<file path="config.mk">
export PLATFORM = sky130hd
export DESIGN_NAME = sand_cmd_queue
export DESIGN_NICKNAME = d
export VERILOG_FILES = /design/src/rtl/sand_cmd_queue.sv
export SDC_FILE = /design/constraint.sdc
export NUM_CORES = 1
export LEC_CHECK = 0
export ABC_AREA = 1
export BUFFER_PORTS_ARGS = -buffer_cell sky130_fd_sc_hd__buf_4
export CAP_MARGIN = 20
export CELL_PAD_IN_SITES_DETAIL_PLACEMENT = 1
export CELL_PAD_IN_SITES_GLOBAL_PLACEMENT = 1
export CORE_ASPECT_RATIO = 1.4
export CORE_UTILIZATION = 47
export CTS_BUF_LIST = sky130_fd_sc_hd__clkbuf_8
export CTS_CLUSTER_DIAMETER = 50
export CTS_CLUSTER_SIZE = 10
export DETAILED_ROUTE_END_ITERATION = 8
export PLACE_DENSITY = 0.76
export SKIP_CTS_REPAIR_TIMING = 1
export SLEW_MARGIN = 5
export SYNTH_ARGS = -nofsm -noshare
export SYNTH_HDL_FRONTEND = slang
export SYNTH_SLANG_ARGS = --single-unit
</file>
<file path="constraint.sdc">
create_clock -name clock -period 7.3 [get_ports clock]
set_input_delay 0 -clock clock [delete_from_list [all_inputs] [get_ports clock]]
set_output_delay 0 -clock clock [all_outputs]
set_load 0.02 [all_outputs]
</file>
<file path="src/rtl/sand_cmd_queue.sv">
// Command queue between the HPS Avalon-MM slave and the sand engine: four staging registers,
// a show-ahead FIFO of committed commands, a status register and a sticky overflow flag.
module sand_cmd_queue #(
  parameter int unsigned COORD_W = 8,
  parameter int unsigned TYPE_W  = 2,
  parameter int unsigned DEPTH   = 8
) (
  input  logic               clock,
  input  logic               reset,
  input  logic               chipselect,
  input  logic               write,
  input  logic               read,
  input  logic [2:0]         address,
  input  logic [7:0]         writedata,
  output logic [7:0]         readdata,
  output logic               cmd_valid,
  input  logic               cmd_ready,
  output logic [COORD_W-1:0] cmd_x,
  output logic [COORD_W-1:0] cmd_y,
  output logic [COORD_W-1:0] cmd_radius,
  output logic [TYPE_W-1:0]  cmd_type,
  output logic               overflow
);

  localparam int unsigned PtrW   = $clog2(DEPTH);
  localparam int unsigned CntW   = PtrW + 1;
  localparam int unsigned EntryW = 3 * COORD_W + TYPE_W;

  logic [COORD_W-1:0] stage_x_q, stage_y_q, stage_radius_q;
  logic [TYPE_W-1:0]  stage_type_q;
  logic [PtrW-1:0]    wr_ptr_q, rd_ptr_q;
  logic [CntW-1:0]    count_q, count_d;
  logic               overflow_q;
  logic [7:0]         readdata_q;
  logic [EntryW-1:0]  mem_q [DEPTH];
  logic [EntryW-1:0]  head;

  logic bus_wr, bus_rd, commit, clear_ovf, full, empty, pop, push, drop;

  assign bus_wr    = chipselect && write;
  assign bus_rd    = chipselect && read;
  assign commit    = bus_wr && (address == 3'd4);
  assign clear_ovf = bus_wr && (address == 3'd5);
  assign full      = (count_q == CntW'(DEPTH));
  assign empty     = (count_q == '0);
  assign pop       = !empty && cmd_ready;
  // A pop in the same cycle frees the slot, so a commit into a full FIFO still lands.
  assign push      = commit && (!full || pop);
  assign drop      = commit && full && !pop;

  always_ff @(posedge clock or posedge reset) begin
    if (reset) begin
      stage_x_q      <= '0;
      stage_y_q      <= '0;
      stage_radius_q <= '0;
      stage_type_q   <= '0;
    end else if (bus_wr) begin
      unique case (address)
        3'd0:    stage_x_q      <= writedata[COORD_W-1:0];
        3'd1:    stage_y_q      <= writedata[COORD_W-1:0];
        3'd2:    stage_radius_q <= writedata[COORD_W-1:0];
        3'd3:    stage_type_q   <= writedata[TYPE_W-1:0];
        default: ;
      endcase
    end
  end

  always_comb begin
    count_d = count_q;
    unique case ({push, pop})
      2'b10:   count_d = count_q + CntW'(1);
      2'b01:   count_d = count_q - CntW'(1);
      default: ;
    endcase
  end

  always_ff @(posedge clock or posedge reset) begin
    if (reset) begin
      wr_ptr_q   <= '0;
      rd_ptr_q   <= '0;
      count_q    <= '0;
      overflow_q <= 1'b0;
    end else begin
      if (push) wr_ptr_q <= wr_ptr_q + PtrW'(1);
      if (pop)  rd_ptr_q <= rd_ptr_q + PtrW'(1);
      count_q <= count_d;
      if (drop) begin
        overflow_q <= 1'b1;
      end else if (clear_ovf) begin
        overflow_q <= 1'b0;
      end
    end
  end

  // Storage carries no reset; the outputs are masked while the queue is empty instead.
  always_ff @(posedge clock) begin
    if (push) mem_q[wr_ptr_q] <= {stage_x_q, stage_y_q, stage_radius_q, stage_type_q};
  end

  always_ff @(posedge clock or posedge reset) begin
    if (reset) begin
      readdata_q <= 8'h00;
    end else if (bus_rd) begin
      unique case (address)
        3'd0:    readdata_q <= 8'(stage_x_q);
        3'd1:    readdata_q <= 8'(stage_y_q);
        3'd2:    readdata_q <= 8'(stage_radius_q);
        3'd3:    readdata_q <= 8'(stage_type_q);
        3'd5:    readdata_q <= {overflow_q, full, empty, 5'(count_q)};
        default: readdata_q <= 8'h00;
      endcase
    end
  end

  assign head       = empty ? '0 : mem_q[rd_ptr_q];
  assign cmd_valid  = !empty;
  assign cmd_x      = head[EntryW-1 -: COORD_W];
  assign cmd_y      = head[EntryW-1-COORD_W -: COORD_W];
  assign cmd_radius = head[TYPE_W +: COORD_W];
  assign cmd_type   = head[TYPE_W-1:0];
  assign overflow   = overflow_q;
  assign readdata   = readdata_q;

endmodule

</file>
-- Word-level counts from Yosys, hierarchy flattened
Memories as Yosys holds them, arrays and structs flattened.
Index checks and enable logic that the tools add are counted.
- register bits after elaboration: 45
- bits in latches: 0
- bits in writable memories: 208
- bits in read-only memories: 0
- input port bits: 17
- logic and storage cells: 49
- memories: 1
- memory list (memory ; words ; bits a word ; read ports ; clocked after memory_dff ; wr ports ; RTL line ; RTL):
    mem_q ; 8 ; 26 ; 1 ; 0 ; 1 ; 35 ; logic [EntryW-1:0] mem_q [DEPTH];
- add/subtract/negate cells: 4
- $mul: 0
- div/mod/pow operators: 0
- magnitude comparators: 0
- eq/ne operators: 8
- shift-type cells: 0
- multiplexer cells: 7
- bitwise gates (word level): 0
- reduce and logical (&&, ||, !) cells: 20
- operators by type and width (cell ; count):
    8-bit one-hot mux with 5 select lines ; 1
    26-bit two-way mux ; 1
    1-bit logical AND ; 8
    4-bit one-hot mux with 2 select lines ; 1
    2-bit AND reduction ; 4
    3-bit by 1-bit adder with 3-bit output (second input constant) ; 2
    3-bit by 2-bit == test with 1-bit output (second input constant) ; 2
    3-bit == test (second input constant) ; 2
    4-bit by 1-bit adder with 4-bit output (second input constant) ; 1
    4-bit == test (second input constant) ; 1
    4-bit zero test ; 1
    1-bit two-way mux ; 4
    2-bit nonzero test ; 2
    4-bit by 1-bit subtractor with 4-bit output (second input constant) ; 1
    3-bit by 1-bit == test with 1-bit output (second input constant) ; 1
    1-bit zero test ; 3
    3-bit zero test ; 1
    2-bit by 1-bit == test with 1-bit output (second input constant) ; 1
    2-bit == test (second input constant) ; 1
    1-bit logical OR ; 1

-- Logic depth before layout (Yosys ltp)
Gate-level depths: netlist of the first run.
- word-level depth: 7
- mapped depth: 12
- mapped depth without buffers: 12

-- Worst setup path after synthesis of the first run
Ideal clock, no wire load.
- kind: register to register
- start: register count_q[0]
- end: memory mem_q[1][0] in the netlist's numbering (enable)
- library setup time: 442 ps
- data arrival time: 2840 ps
- required time: 6858 ps
- path slack: 4018 ps
- cell stages (with the launch flop): 9
- period minus slack after synthesis: 3282 ps
- cells stage by stage: dfrtp_1 nor2_2 nand2_4 nand2_4 nand2_1 nand2_2 inv_2 nand2_1 nor3_1
- word-level cells in the longest chain between the ends: 7
- ends and longest elaborated chain (item ; RTL line ; RTL):
    from (decl) ; 32 ; logic [CntW-1:0] count_q, count_d;
    from (signal assigned) ; 86 ; count_q <= count_d;
    4-bit zero test ; 45 ; assign empty = (count_q == '0);
    1-bit zero test ; 46 ; assign pop = !empty && cmd_ready;
    1-bit logical AND ; 46 ;
    1-bit logical OR (*) ; 48 ; assign push = commit && (!full || pop);
    1-bit logical AND (*) ; 48 ;
    1-bit two-way mux (*) ; 97 ; if (push) mem_q[wr_ptr_q] <= {stage_x_q, stage_y_q, stage_radius_q, stage_type_q};
    1-bit two-way mux (not written as such) (*) ; 97 ;
    to (decl) ; 35 ;
Every way passes the cells marked *; elsewhere a longest branch is shown, timed or not.

-- Worst setup path in the final report of the first run
- start: register rd_ptr_q[0]
- end: output cmd_type[0]
- word-level cells in the longest chain between the ends: 2
- ends and longest elaborated chain (item ; RTL line ; RTL):
    from (decl) ; 31 ; logic [PtrW-1:0] wr_ptr_q, rd_ptr_q;
    from (signal assigned) ; 85 ; if (pop) rd_ptr_q <= rd_ptr_q + PtrW'(1);
    memory read 8 x 26 bit ; - ;
    26-bit two-way mux ; 115 ; assign head = empty ? '0 : mem_q[rd_ptr_q];
    to (decl) ; 21 ; output logic [TYPE_W-1:0] cmd_type,
Every way passes these cells.

==> impl_results.md, run 1 <==
- Sequential cell area fraction in the yosys report: 0.722
- Syn avg cell area: 11.9 µm²
- Core box area: 21,200 µm²
- Yosys warning count: 0
- Drt first pass iters: 5
- CTS H-tree lvls: 1
- Rows: 63
- Sink of the worst hold path: readdata[2]
- Filler cells: roughly 2,200
- Number of global-route vias before repair: 7,154
- Post-route ant nets: 0
- Worst-Skew Late Latency: ~0.56 ns
- Starting Density: 0.481
- Final Cell Area: 11,500 µm²
- Maximum root-to-sink buffer count: 3
- Worst slew pin tran: 1.02 ns
- CP Capture Type: primary output
- First-pass GRT wire length: 40,300 µm
- Netlist cell types: 35
- Final min period: 3.44 ns
- Initial antenna violation count: 0
- R2R Path Start: count_q[0]
- XOR/XNOR Fraction of Synth Area: 0.00515
- Compound-Gate Fraction of Synth Area: 0.123
- Status: finished clean
- Share of cells above drive strength 1: 0.138
- CP arrival: around 3.4 ns
- RSZ-0062 raised after global routing: no
- Reg-to-reg slack, setup: roughly 4.7 ns
- Clk sink count: around 250
- Pleak: 0.00427 µW
- Area grow syn2layout: 12.8%
- Port Buffers: 52
- Crit-path slowest cell: dfrtp_2
- Initial DRC Count: 517
- Routability cong.: 0.879
- WL met1: 10,700 µm
- Most frequent cells in the layout: 208 x edfxtp_1, 161 x nor2_1, 95 x o21ai_0
- Critical path class: reg -> out
- Max Slew Vio Count: 0
- Largest net degree at the start of global routing: 78
- Total of max-cap violations: 0
- Die area: around 22,000 µm²
- Total routed wirelength: 26,700 µm
- Main combinational cell family by area after synthesis: compound AO/OA/AOI/OAI gates
- Worst Skew: 0.0175 ns
- Mux contribution to synthesized area: 0
- Die X: around 130 µm
- DR WL/cell: 22.2 µm
- Syn nets: 876
- Setup TNS: 0 ns
- Final setup fails: 0
- CP Cell Sequence: inv_2 > buf_4 > o21ai_0 > o22ai_1 > o21ai_1 > a31oi_1 > buf_4
- Worst Setup SP: rd_ptr_q[0]
- R2r endpoint: mem_q[1][7]
- Hold Slack: roughly 0.018 ns
- Syn Inst Count: 856
- Post-synthesis adder-cell area fraction: 0.00368
- Drt via density: 5.72
- Max_slew headroom: 0.320
- Final period util: 0.471
- Max Clock Freq: between 0.2 and 0.3 GHz
- Sequential cell area: 7370 µm²
- Clock transition at path regs: 0.08 ns
- Gr ovfl total: 0
- Multi-input gate area: roughly 2500 µm²
- Met2 wire len: 14,000 µm
- Crit path max fanout: 77
- Post-synthesis register bit count: ~250
- Metal3 WL: roughly 1100 µm
- PD cells: 373 nW/µm²
- R2R depth: 9
- DR vias: 6,881
- Mapped cell area: between 10,000 and 15,000 µm²
- Largest stage delay, worst path: 0.69 ns
- CTS Buf Count: 29
- Worst Hold Depth: 4
- Io pins: 53
- Hpwl dp: 15,800 µm
- Antenna cells: 0
- Hold Startpoint: read
- Placed cell area: 10,800 µm²
- Clock Tree Root: clkbuf_8
- Nets: 941
- CTS tree: yes
- Commonest non-fill, non-tap cell in the layout: edfxtp_1
- Required @ worst endpoint: about 7.3 ns
- Post-Synth Simple-Gate Area: 0.114
- Most frequent CP cell: buf_4
- Min-Delay Path Class: in -> reg
- Worst setup SP type: register
- Remaining DRCs: 0
- Peak VDD IR: 0.226 mV
- Fin. Hold Viols: 0
- Die H: 176 µm
- Max Used Layer: met4
- Total track usage: 0.241
area by class of cell:
class | count | area share
clock buffer | 29 | 0.0347
tap | 260 | 0.0282
inverter | 32 | 0.0104
multi-input combinational | 524 | 0.221
sequential | 253 | 0.640
timing repair buffer | 81 | 0.0576
clock inverter | 24 | 0.00826
Yosys cell counts:
| cell | instances | share of area |
|---|---|---|
| edfxtp_1 | 208 | 0.61 |
| nor2_1 | 165 | 0.061 |
| o21ai_0 | 95 | 0.047 |
| nand2_1 | 90 | 0.033 |
| o21ai_1 | 72 | 0.035 |
| dfrtp_1 | 45 | 0.11 |
| a31oi_1 | 27 | 0.017 |
| o22ai_1 | 26 | 0.016 |
| clkbuf_1 | 24 | 0.0088 |
| inv_1 | 20 | 0.0074 |
| buf_2 | 17 | 0.0083 |
| inv_2 | 10 | 0.0037 |
| nand3_1 | 10 | 0.0049 |
| xor2_1 | 5 | 0.0043 |
| nand2_2 | 4 | 0.0025 |
| nand2_4 | 4 | 0.0044 |
| a221oi_1 | 3 | 0.0026 |
| buf_1 | 3 | 0.0011 |
| buf_4 | 3 | 0.0022 |
| ha_1 | 3 | 0.0037 |
| a21oi_1 | 2 | 0.00098 |
| clkinv_1 | 2 | 0.00074 |
| nor2_2 | 2 | 0.0012 |
| nor2_4 | 2 | 0.0022 |
| nor3_1 | 2 | 0.00098 |
| nor3_2 | 2 | 0.0020 |
| o2111ai_1 | 2 | 0.0017 |
| a21o_1 | 1 | 0.00074 |
| a2bb2oi_1 | 1 | 0.00086 |
| nand4_1 | 1 | 0.00061 |
| nor4_1 | 1 | 0.00061 |
| o21ai_2 | 1 | 0.00086 |
| o21bai_1 | 1 | 0.00074 |
| or2_4 | 1 | 0.00086 |
| xnor2_1 | 1 | 0.00086 |
state kept, by name (all words and copies together) (netlist names):
| name | flops |
|---|---|
| count_q | 4 |
| mem_q | 208 |
| overflow | 1 |
| rd_ptr_q | 3 |
| readdata | 8 |
| stage_radius_q | 8 |
| stage_type_q | 2 |
| stage_x_q | 8 |
| stage_y_q | 8 |
| wr_ptr_q | 3 |
through the flow:
step	instances	worst slack, ns	power (µW)	utilization
3_3_place_gp	1132	4.52	3430	0.511
5_1_grt	1203	3.58	4530	0.543
4_1_cts	1185	3.82	4330	0.534
2_1_floorplan	856	4.02	2880	-
3_5_place_dp	1132	4.43	3480	0.511
6_report	1203	3.86	4300	0.543
worst max-delay path: cells and delay by family, from the launching register on:
kind                   cells  cell delay, ns
DFF                        1            0.69
AOI/OAI and AO/OA          4            0.71
buffers and inverters      3            1.39
cell families (layout without fill, tap and decap cells):
family                     count (synthesis)  after routing
xor gates and xnor gates                   6              6
AOI/OAI and AO/OA                        231            231
and+or+nand+nor                          284            284
buffers and inverters                     79            166
DFF                                      253            253
adders and majority gates                  3              3
power by group:
group | switching (µW) | internal (µW)
registers | 192 | 1700
logic | 1010 | 541
clock network | 486 | 371
routing by layer:
metal	vias up	GRT usage
met4	0	0.0989
met3	62	0.0255
met5	-	0
met2	189	0.434
met1	3453	0.296
li1	3177	-
worst max path at each step:
stage | to | slack (ns) | cells past startpoint
floorplan | mem_q[1][0] | 4.02 | 8
global placement | cmd_x[3] | 4.52 | 7
detailed placement | cmd_y[2] | 4.43 | 7
CTS | cmd_y[2] | 3.82 | 7
global route | cmd_type[0] | 3.58 | 7
finish | cmd_type[0] | 3.86 | 7
(Power assumes the default switching activity.)
==> run 2: changes to the inputs <==
--- a/config.mk
+++ b/config.mk
@@ -16,7 +16,7 @@
 export CTS_CLUSTER_DIAMETER = 50
 export CTS_CLUSTER_SIZE = 10
 export DETAILED_ROUTE_END_ITERATION = 8
-export PLACE_DENSITY = 0.76
+export PLACE_DENSITY = 0.79
 export SKIP_CTS_REPAIR_TIMING = 1
 export SLEW_MARGIN = 5
 export SYNTH_ARGS = -nofsm -noshare
==> constraint.sdc (replaced) <==
create_clock -name clock -period 3.1 [get_ports clock]
set_input_delay 0 -clock clock [delete_from_list [all_inputs] [get_ports clock]]
set_output_delay 0 -clock clock [all_outputs]
set_load 0.02 [all_outputs]
==> run 2 against run 1 <==
  * Flip-flop and latch count unchanged
  * Total power grew 140%
  * Design area rose by 0.55%
  * Global-route usage rose by 0.65 points
  * Non-clock buffer count rose by 2
  * Clock power grew 140%
  * Largest power group unchanged
==> impl_results.md, run 2 (synthesized netlist as in run 1, its figures left out) <==
- Drt first pass iters: 5
- Final period util: 0.847
- Worst-Skew Late Latency: 0.57 ns
- Drt via density: approximately 5.8
- Pleak: ~0.0043 µW
- Top reg by flops: mem_q
- Rows: 63
- Total track usage: 0.248
- Maximum root-to-sink buffer count: 3
- Die X: 127 µm
- Commonest non-fill, non-tap cell in the layout: edfxtp_1
- Hold Startpoint: write
- Hpwl dp: 16,600 µm
- Worst Setup SP: rd_ptr_q[1]
- Io pins: 53
- Routability cong.: 0.897
- Status: finished clean
- Total of max-cap violations: 0
- Gr ovfl total: 0
- Worst slew pin tran: between 0.7 and 0.8 ns
- Min-Delay Path Class: in -> reg
- Max reg flops: 208
- Die area: 22,300 µm²
- R2R Path Start: count_q[0]
- Most frequent cells in the layout: 208 x edfxtp_1, 161 x nor2_1, 95 x o21ai_0
- CP Capture Type: primary output
- Worst Skew: 0.0262 ns
- Antenna cells: 0
- Largest net degree at the start of global routing: around 110
- Final min period: approximately 2.6 ns
- Port Buffers: 52
- Nets: 943
- Area grow syn2layout: 13.4%
- DR vias: 6,940
- Post-route ant nets: 0
- Core box area: 21,200 µm²
- CP arrival: 2.63 ns
- CTS tree: yes
- Required @ worst endpoint: 3.10 ns
- Clk sink count: 253
- Multi-input gate area: 2540 µm²
- Max Clock Freq: 0.381 GHz
- Clock transition at path regs: 0.08 ns
- Starting Density: 0.481
- Peak VDD IR: 0.532 mV
- CTS H-tree lvls: 1
- First-pass GRT wire length: 41,700 µm
- Die H: 176 µm
- Number of global-route vias before repair: 7,536
- RSZ-0062 raised after global routing: no
- Reg-to-reg slack, setup: roughly 0.56 ns
- PD cells: 888 nW/µm²
- Max Slew Vio Count: 0
- Share of cells above drive strength 1: 0.144
- Placed cell area: 10,900 µm²
- Final Cell Area: 11,600 µm²
- Fin. Hold Viols: 0
- Crit path max fanout: 53
- Critical path class: reg -> out
- Max_slew headroom: 0.476
- Remaining DRCs: 0
- Total routed wirelength: 26,800 µm
- DR WL/cell: between 20 and 25 µm
- Design Power: 10,300 µW
- CTS Buf Count: 29
- Initial DRC Count: 530
- Initial antenna violation count: 0
- Final setup fails: 0
- Clock Tree Root: clkbuf_8
- Worst setup SP type: register
- Filler cells: 2,184
- Sequential cell area: roughly 7400 µm²
run 2: cell count changes in the layout (fill, tap and decap cells not counted), sizes merged:
cell	previous run	this run
buf	64	68
clkinvlp	0	2
dlygate4sd3	17	15
inv	55	53
clkbuf	29	30
run 2: path summary, 6_finish.rpt:
kind	end	depth (start not counted)
max in group asynchronous	rd_ptr_q[0]	5
min reg2reg	readdata[5]	1
min	wr_ptr_q[0]	6
max	cmd_type[0]	7
min in group asynchronous	count_q[3]	4
max reg2reg	mem_q[1][13]	9
run 2: where the power goes:
group	total (µW)	internal, µW	leakage (µW)	switching (µW)
logic	3790	1340	0.00149	2450
registers	4460	4000	0.00247	461
clock network	2040	897	0.000333	1140
total	10300	6230	0.00429	4060
run 2: metal layers:
layer | share of wire | vias up | global-route usage
met1 | 0.39 | 3486 | 0.293
met5 | 0 | - | 0
li1 | - | 3188 | -
met3 | 0.044 | 71 | 0.0315
met4 | 0.039 | 0 | 0.113
met2 | 0.53 | 195 | 0.449
run 2: layout make-up:
class                   instances  share of cell area
flip-flops and latches        253               0.637
multi-input cells             524               0.219
repair buffers                 83              0.0614
clock inverters                24             0.00843
inverters                      32              0.0104
clock buffers                  30              0.0357
well taps                     260              0.0281
run 2: per-stage QoR:
| stage | TNS, ns | util | cells | hold slack, ns | setup WS [ns] |
|---|---|---|---|---|---|
| detailed placement | 0 | 0.514 | 1136 | 0.297 | 0.569 |
| global placement | 0 | 0.514 | 1136 | 0.273 | 0.740 |
| CTS | 0 | 0.538 | 1190 | -0.302 | 0.461 |
| floorplan | -9.45 | - | 856 | 0.173 | -0.182 |
| finish | 0 | 0.546 | 1206 | 0.0118 | 0.474 |
| global route | 0 | 0.546 | 1206 | 0.0498 | 0.272 |
run 2: worst max-delay path: stages (launching register included):
cell	delay (ns)
dfrtp_2	0.69
inv_2	0.18
buf_12	0.27
o21ai_0	0.14
o22ai_1	0.14
o21ai_1	0.09
a31oi_1	0.32
buf_4	0.21
